## src/rtl/uart_rx.sv

```systemverilog
// uart_rx: oversampled 8N1-style serial receiver with holding register,
// unload strobe and empty / framing-error / overrun status.
module uart_rx #(
    parameter int DATA_BITS   = 8,
    parameter int OVERSAMPLE  = 16,
    parameter int SYNC_STAGES = 2
) (
    input  logic                 rxclk,
    input  logic                 reset_n,
    input  logic                 rx_in,
    input  logic                 rx_enable,
    input  logic                 uld_rx_data,
    output logic [DATA_BITS-1:0] rx_data,
    output logic                 rx_empty,
    output logic                 rx_frame_err,
    output logic                 rx_over_run,
    output logic                 rx_busy
);
    localparam int TW = $clog2(OVERSAMPLE);
    localparam int BW = DATA_BITS > 1 ? $clog2(DATA_BITS) : 1;
    localparam logic [TW-1:0] MID  = TW'(OVERSAMPLE / 2 - 1);
    localparam logic [TW-1:0] LAST = TW'(OVERSAMPLE - 1);
    localparam logic [BW-1:0] BLAST = BW'(DATA_BITS - 1);

    typedef enum logic [2:0] {IDLE, START, DATA, STOP, WAIT_HI} state_t;

    state_t                 state;
    logic [SYNC_STAGES-1:0] sync;
    logic [TW-1:0]          tc;
    logic [BW-1:0]          bc;
    logic [DATA_BITS-1:0]   shift;
    logic                   rx_s;
    logic                   done;

    assign rx_s = sync[SYNC_STAGES-1];
    // Stop sample cycle; a disabled receiver never completes a frame.
    assign done = rx_enable && state == STOP && tc == LAST;

    always_ff @(posedge rxclk or negedge reset_n) begin
        if (!reset_n) begin
            sync         <= '1;
            state        <= IDLE;
            tc           <= '0;
            bc           <= '0;
            shift        <= '0;
            rx_data      <= '0;
            rx_empty     <= 1'b1;
            rx_frame_err <= 1'b0;
            rx_over_run  <= 1'b0;
            rx_busy      <= 1'b0;
        end else begin
            sync <= {sync[SYNC_STAGES-2:0], rx_in};
            if (done && (rx_empty || uld_rx_data)) begin
                rx_data      <= shift;
                rx_empty     <= 1'b0;
                rx_frame_err <= !rx_s;
                rx_over_run  <= 1'b0;
            end else if (done) begin
                rx_over_run <= 1'b1;
            end else if (uld_rx_data && !rx_empty) begin
                rx_empty     <= 1'b1;
                rx_frame_err <= 1'b0;
                rx_over_run  <= 1'b0;
            end
            if (!rx_enable) begin
                state   <= IDLE;
                tc      <= '0;
                bc      <= '0;
                rx_busy <= 1'b0;
            end else begin
                case (state)
                    IDLE: begin
                        tc <= '0;
                        if (!rx_s) begin
                            state   <= START;
                            rx_busy <= 1'b1;
                        end
                    end
                    START: begin
                        tc <= tc == MID ? '0 : tc + 1'b1;
                        if (tc == MID) begin
                            state   <= rx_s ? IDLE : DATA;
                            rx_busy <= !rx_s;
                            bc      <= '0;
                        end
                    end
                    DATA: begin
                        tc <= tc == LAST ? '0 : tc + 1'b1;
                        if (tc == LAST) begin
                            shift[bc] <= rx_s;
                            bc        <= bc + 1'b1;
                            if (bc == BLAST) state <= STOP;
                        end
                    end
                    STOP: begin
                        tc <= tc == LAST ? '0 : tc + 1'b1;
                        if (tc == LAST) begin
                            state   <= rx_s ? IDLE : WAIT_HI;
                            rx_busy <= !rx_s;
                        end
                    end
                    WAIT_HI: begin
                        tc <= '0;
                        if (rx_s) begin
                            state   <= IDLE;
                            rx_busy <= 1'b0;
                        end
                    end
                    default: begin
                        state   <= IDLE;
                        rx_busy <= 1'b0;
                    end
                endcase
            end
        end
    end
endmodule

```

## config.mk

```make
export PLATFORM = sky130hd
export DESIGN_NAME = uart_rx
export DESIGN_NICKNAME = d
export VERILOG_FILES = /design/src/rtl/uart_rx.sv
export SDC_FILE = /design/constraint.sdc
export NUM_CORES = 1
export LEC_CHECK = 0
export BUFFER_PORTS_ARGS = -buffer_cell sky130_fd_sc_hd__buf_4
export CAP_MARGIN = 30
export CORE_AREA = 3 3 56 58
export DETAILED_ROUTE_END_ITERATION = 8
export DIE_AREA = 0 0 59 61
export GPL_TIMING_DRIVEN = 0
export HOLD_SLACK_MARGIN = 0.1
export PLACE_DENSITY_LB_ADDON = 0.25
export SLEW_MARGIN = 20
export SYNTH_ARGS = -nofsm -noshare
export SYNTH_HDL_FRONTEND = slang
export SYNTH_SLANG_ARGS = --single-unit
```

## constraint.sdc

```tcl
create_clock -name rxclk -period 2.6 [get_ports rxclk]
set_clock_uncertainty 0.1 [all_clocks]
set_input_delay 0.13 -clock rxclk [delete_from_list [all_inputs] [get_ports rxclk]]
set_output_delay 0.13 -clock rxclk [all_outputs]
set_load 0.01 [all_outputs]
```

==> results.cfg, run 1 <==
[status]
outcome = completed

[pwr]
pwr-share-comb_pct = 5.9
ir_worst_vdd_uv = 414.6
p_leak_nw = 0.8823
internal_power_mw = 0.6586
p_per_area_nw_per_um2 = 452.4
pwr-share-clk_pct = 34.5
p_sw_share_pct = 23.15
p_seq_share_pct = 59.6
p_switching_mw = 0.1984

[critical_path]
crit_path_start_kind = register
crit_path_start = tc[0]$_DFFE_PN0P_
critPathRequiredTime_ps = 2710
critPathBufInv = 0
slowest_stage = nor3_4
r2r_start = tc[0]$_DFFE_PN0P_
critical_path_arrival_ps = 2070
path_cells = ha_1, nand3_2, nor3_4, mux2_2
critical_path_class = reg -> reg
cpPeakStageDelay_ps = 430
crit_fanout = 8
crit_path_end_kind = register
critPathTopFamily = simple AND/OR/NAND/NOR gates

[placement]
placed_cells = 193
io_buffers = 16
hpwl_um = 2258
gp_congestion = 0.8208

[detailed_routing]
via_count = 1227
drc = 0
met2_length_um = 1575
route.top_layer_used = met4
wl_met1_um = 1504
met3_length_um = 138
wirelength_um = 3251
ant_nets = 0
first_pass_iters = 5
drt_iter0_drc = 31
wl_per_cell_um = 15.94
avgViaCountPerCell = 6.015

[synth]
yosys_warnings = 0
synth_ff_type = dfrtp_1
syn_nets = 154
async_reset_ff_share_pct = 100.0
synth.top_cell.area_share_pct = 44.07
avgSynthCellArea_um2 = 11.28
ys_seq_area_share_pct = 48.86
synth_largest_area_cell = dfrtp_1
ys_seq_elements = 32
synth_commonest_cells = dfrtp_1 (29), mux2_2 (16), nand2_1 (11), nor2_1 (8), nand3_1 (7)
synth_most_common_cell = dfrtp_1
synth_edf_count = 0
synth.cell_area_um2 = 1647
yosys-top-cells-area = dfrtp_1 (44%), mux2_2 (11%), dfstp_2 (4.8%)
ys_types = 47
syn-instance-count = 146

[timing]
setup_viol = 0
period_share_pct = 75.52
grt_setup_unrepaired = false
drv_slew = 0
tightest_slew_ps = 414.0
hold_violations = 0
layout_min_cycle_time_ps = 1964
relSlewSlack_pct = 72.34
hold_ws_ps = 138.1
tns_ps = 0
max_freq_mhz = 509.3

[finish]
layout.nets = 180
multi_input_area_um2 = 765.7
nFillCells = 207
stdcell_count = 204
final_core_util_pct = 69.90
areaGrowthSynthToFinish_pct = 15.05
drive_gt1_share_pct = 31.79
n_antenna_cell = 0
seq_area_um2 = 804.5

[cts]
clkTransAtPathRegs_ps = 100
cts_buffers = 5
cts_root_buf = clkbuf_4
clkSinkCount = 32
cts_resized = 0
cts_setup_buffers = 0
clkLatencyLatePin_ps = 330
cts_hold_buf = 3
clockBufferDepth = 2
htreeDepth = 2
cts_tree = done

[grt]
antenna_found_initial = 0
grt_pass1_vias = 1182
grt_max_degree = 33
overflow = 0
grt_use_total_pct = 20.13
grt_first_pass_wirelength_um = 5388

[run]
cap_viol_max_count = 0

[min_path]
hold_class = in -> reg
worstHoldStart = rx_enable

[floorplanning]
start_util_pct = 60.76
row_count = 19
die_h_um = 61
ios = 17
core_area_um2 = 2710
dieArea_um2 = 3599
die_w_um = 59
-- final timing paths --
path                                          end  slack (ps)  depth (start not counted)
hold / removal                  tc[0]$_DFFE_PN0P_         140                          4
setup / recovery           rx_data[2]$_DFFE_PN0N_         640                          4
min in group asynchronous    state[1]$_DFFE_PN0P_         160                          2
setup reg to reg           rx_data[2]$_DFFE_PN0N_         640                          4
hold reg to reg                 sync[1]$_DFF_PN1_         260                          0
max in group asynchronous       sync[0]$_DFF_PN1_        1910                          2
-- cells in the final DEF (no fill, tap or decap), drive strengths merged, types with 2 or more instances in the layout --
master       synthesis  routed
o2bb2ai              3       3
nand3b               3       3
a211oi               3       3
xor2                 2       2
a21oi                2       2
mux2                16      16
o21ai                3       3
nor2b                5       5
buf                  8      24
dlygate4sd3          0       3
nand4b               2       2
nor4                 2       2
clkbuf               2      10
o311ai               2       2
dfstp                3       3
inv                  3       3
ha                   3       3
o21a                 2       2
nor3                 2       2
nor2                 8       8
nand4                3       3
nand2               11      11
nand3                8       8
and3                 2       2
dfrtp               29      29
and2                 2       2
-- kinds of logic (layout without fill, tap and decap cells) --
family	after synthesis	after routing	synth area share, %
and+or+nand+nor	56	56	20.74
DFF	32	32	48.86
AOI/OAI and AO/OA	23	23	10.94
muxes	16	16	10.94
buffers and inverters	13	40	4.635
adders and majority gates	3	3	2.280
xor gates and xnor gates	3	3	1.596
-- per-layer routing --
metal,vias up,global-route usage [%]
met5,-,0
met4,0,5.825
met3,4,5.957
met2,31,32.65
met1,605,26.29
li1,587,-
-- sequential cells by signal, summed over array words and instances, names as in the netlist --
register	count
shift	8
rx_data	8
rx_empty	1
sync	2
rx_frame_err	1
state	3
tc	4
rx_busy	1
bc	3
rx_over_run	1
-- tightest hold or removal path, stage by stage --
cell and delay, ps:
buf_4 120, o211a_1 150, nand2_1 70, o41ai_1 60
-- area by class of cell --
class	count	area share, %
sequential	32	42.47
timing repair buffer	19	7.926
clock buffer	8	3.104
buffer	10	3.435
inverter	3	0.5945
multi-input combinational	101	40.42
tap	31	2.048
-- through the flow --
step	instance area [um^2]	total power [mW]	setup WS, ps
after global routing	1894	0.8953	550.1
after detailed placement	1805	0.5684	643.3
after CTS	1894	0.8656	621.1
after floorplan	1647	0.5421	905.9
after global placement	1805	0.5661	687.5
final	1894	0.8570	636.4
-- power groups by stage --
| stage | clock (mW) | sequential, mW | combinational, mW |
|---|---|---|---|
| CTS | 0.303 | 0.511 | 0.0515 |
| finish | 0.296 | 0.511 | 0.0504 |
| floorplan | 0 | 0.520 | 0.0222 |
| detailed placement | 0 | 0.520 | 0.0479 |
| global route | 0.327 | 0.512 | 0.0562 |
| global placement | 0 | 0.520 | 0.0461 |
(Power assumes the default switching activity.)
==> inputs of run 2 (changes only) <==
CORE_AREA = 3 3 61 63   (was 3 3 56 58)
DIE_AREA = 0 0 64 66   (was 0 0 59 61)
clock period = 1.6 ns   (was 2.6 ns; I/O delays follow)
==> results.cfg, run 2 (synthesis gave the netlist of run 1 again) <==
[pwr]
pwr-share-comb_pct = 7.4
p_per_area_nw_per_um2 = 665.6
p_switching_mw = 0.3487
pwr-share-clk_pct = 34.2
internal_power_mw = 1.077
ir_worst_vdd_uv = 529.4
p_leak_nw = 0.9794
p_sw_share_pct = 24.45
p_seq_share_pct = 58.4

[timing]
tightest_slew_ps = 407.7
relSlewSlack_pct = 72.82
layout_min_cycle_time_ps = 1684
worst_slack_ps = -84.04
max_freq_mhz = 593.8
drv_slew = 0
period_share_pct = 105.3
setup_viol = 13
grt_setup_unrepaired = true
hold_violations = 0
hold_ws_ps = 105.3

[floorplanning]
die_h_um = 66
dieArea_um2 = 4224
core_area_um2 = 3284
ios = 17
row_count = 21
die_w_um = 64
start_util_pct = 50.13

[finish]
areaGrowthSynthToFinish_pct = 30.09
mostFrequentLayoutCells = dfrtp_1 (28), buf_4 (27), mux2_2 (11)
stdcell_count = 231
drive_gt1_share_pct = 43.24
layout_commonest_cell = dfrtp_1
layout.nets = 192
reg_top3 = rx_data x8, shift x8, tc x4
n_antenna_cell = 0

[placement]
hpwl_um = 2330
io_buffers = 16
placed_cells = 208
gp_congestion = 0.8445

[cts]
clockBufferDepth = 2
htreeDepth = 2
clkLatencyLatePin_ps = 340
cts_buffers = 5
clkTransAtPathRegs_ps = 110
cts_root_buf = clkbuf_4
cts_tree = done
clkSinkCount = 32

[critical_path]
critical_path_class = reg -> reg
crit_path_start_kind = register
critical_path_arrival_ps = 1810
crit_path_end_kind = register
crit_fanout = 6
critPathRequiredTime_ps = 1720

[grt]
antenna_found_initial = 0
grt_use_total_pct = 18.82
overflow = 0
grt_first_pass_wirelength_um = 5989
grt_max_degree = 33
grt_pass1_vias = 1340

[detailed_routing]
drc = 0
via_count = 1305
drt_iter0_drc = 114
wirelength_um = 3630
avgViaCountPerCell = 5.649
first_pass_iters = 4
ant_nets = 0
wl_per_cell_um = 15.71

[min_path]
hold_class = in -> async

[status]
outcome = finished, violations left
violations = setup timing

[run]
cap_viol_max_count = 0
## run 2: through the flow
step                      TNS, ps  util (%)  power (mW)  instance area [um^2]  setup WS, ps
final                      -345.6     65.22       1.426                  2142        -84.04
after global routing        -1328     65.22       1.493                  2142        -131.0
after CTS                  -229.2     61.64       1.428                  2024        -26.25
after detailed placement    -2121     55.62      0.9246                  1827        -217.6
after global placement      -1930     55.62      0.9208                  1827        -192.6
after floorplan                 0         -      0.8811                  1649         5.151
## run 2: power groups by stage
stage / combinational [mW] / clock [mW] / sequential (mW)
after floorplan: 0.0362 / 0 / 0.845
after global placement: 0.0759 / 0 / 0.845
after detailed placement: 0.0790 / 0 / 0.846
after CTS: 0.0929 / 0.505 / 0.830
after global routing: 0.116 / 0.542 / 0.835
final: 0.106 / 0.488 / 0.833
## run 2: what timing repair did
item	CTS	global route
pin swaps	4	8
setup endpoints to repair	18	22
hold buffers	4	0
setup buffers	6	5
gates resized for setup	7	23
hold endpoints to repair	38	0
## run 2: area by class of cell
cell class,count,area (um^2)
fillers,263,1142
multi-input cells,101,869.6
flip-flops and latches,32,805.8
repair buffers,31,255.2
plain buffers,10,81.33
well taps,46,57.56
clock buffers,6,51.30
inverters,3,11.26
clock inverters,2,10.01
## run 2: worst paths after layout
check | startpoint | endpoint | slack [ps] | cells after the start
hold / removal | reset_n | tc[3]$_DFFE_PN0P_ | 110 | 2
setup / recovery | state[2]$_DFFE_PN0P_ | shift[3]$_DFFE_PN0P_ | -80 | 4
max in group asynchronous | reset_n | rx_empty$_DFFE_PN1P_ | 970 | 2
hold reg to reg | sync[0]$_DFF_PN1_ | sync[1]$_DFF_PN1_ | 260 | 0
setup reg to reg | state[2]$_DFFE_PN0P_ | shift[3]$_DFFE_PN0P_ | -80 | 4
min in group rxclk | sync[0]$_DFF_PN1_ | sync[1]$_DFF_PN1_ | 260 | 0
## run 2: critical path: stages (launching register included)
cell and delay [ps]:
dfrtp_2 460, buf_8 130, nand4b_1 200, nor4_2 300, mux2_2 370
## run 2: metal layers
layer / up-vias / wire [um] / global-route usage, %
met5: - / 0 / 0
met4: 0 / 61 / 8.086
met3: 8 / 159 / 6.122
met2: 27 / 1915 / 32.39
met1: 662 / 1494 / 21.31
li1: 608 / - / -
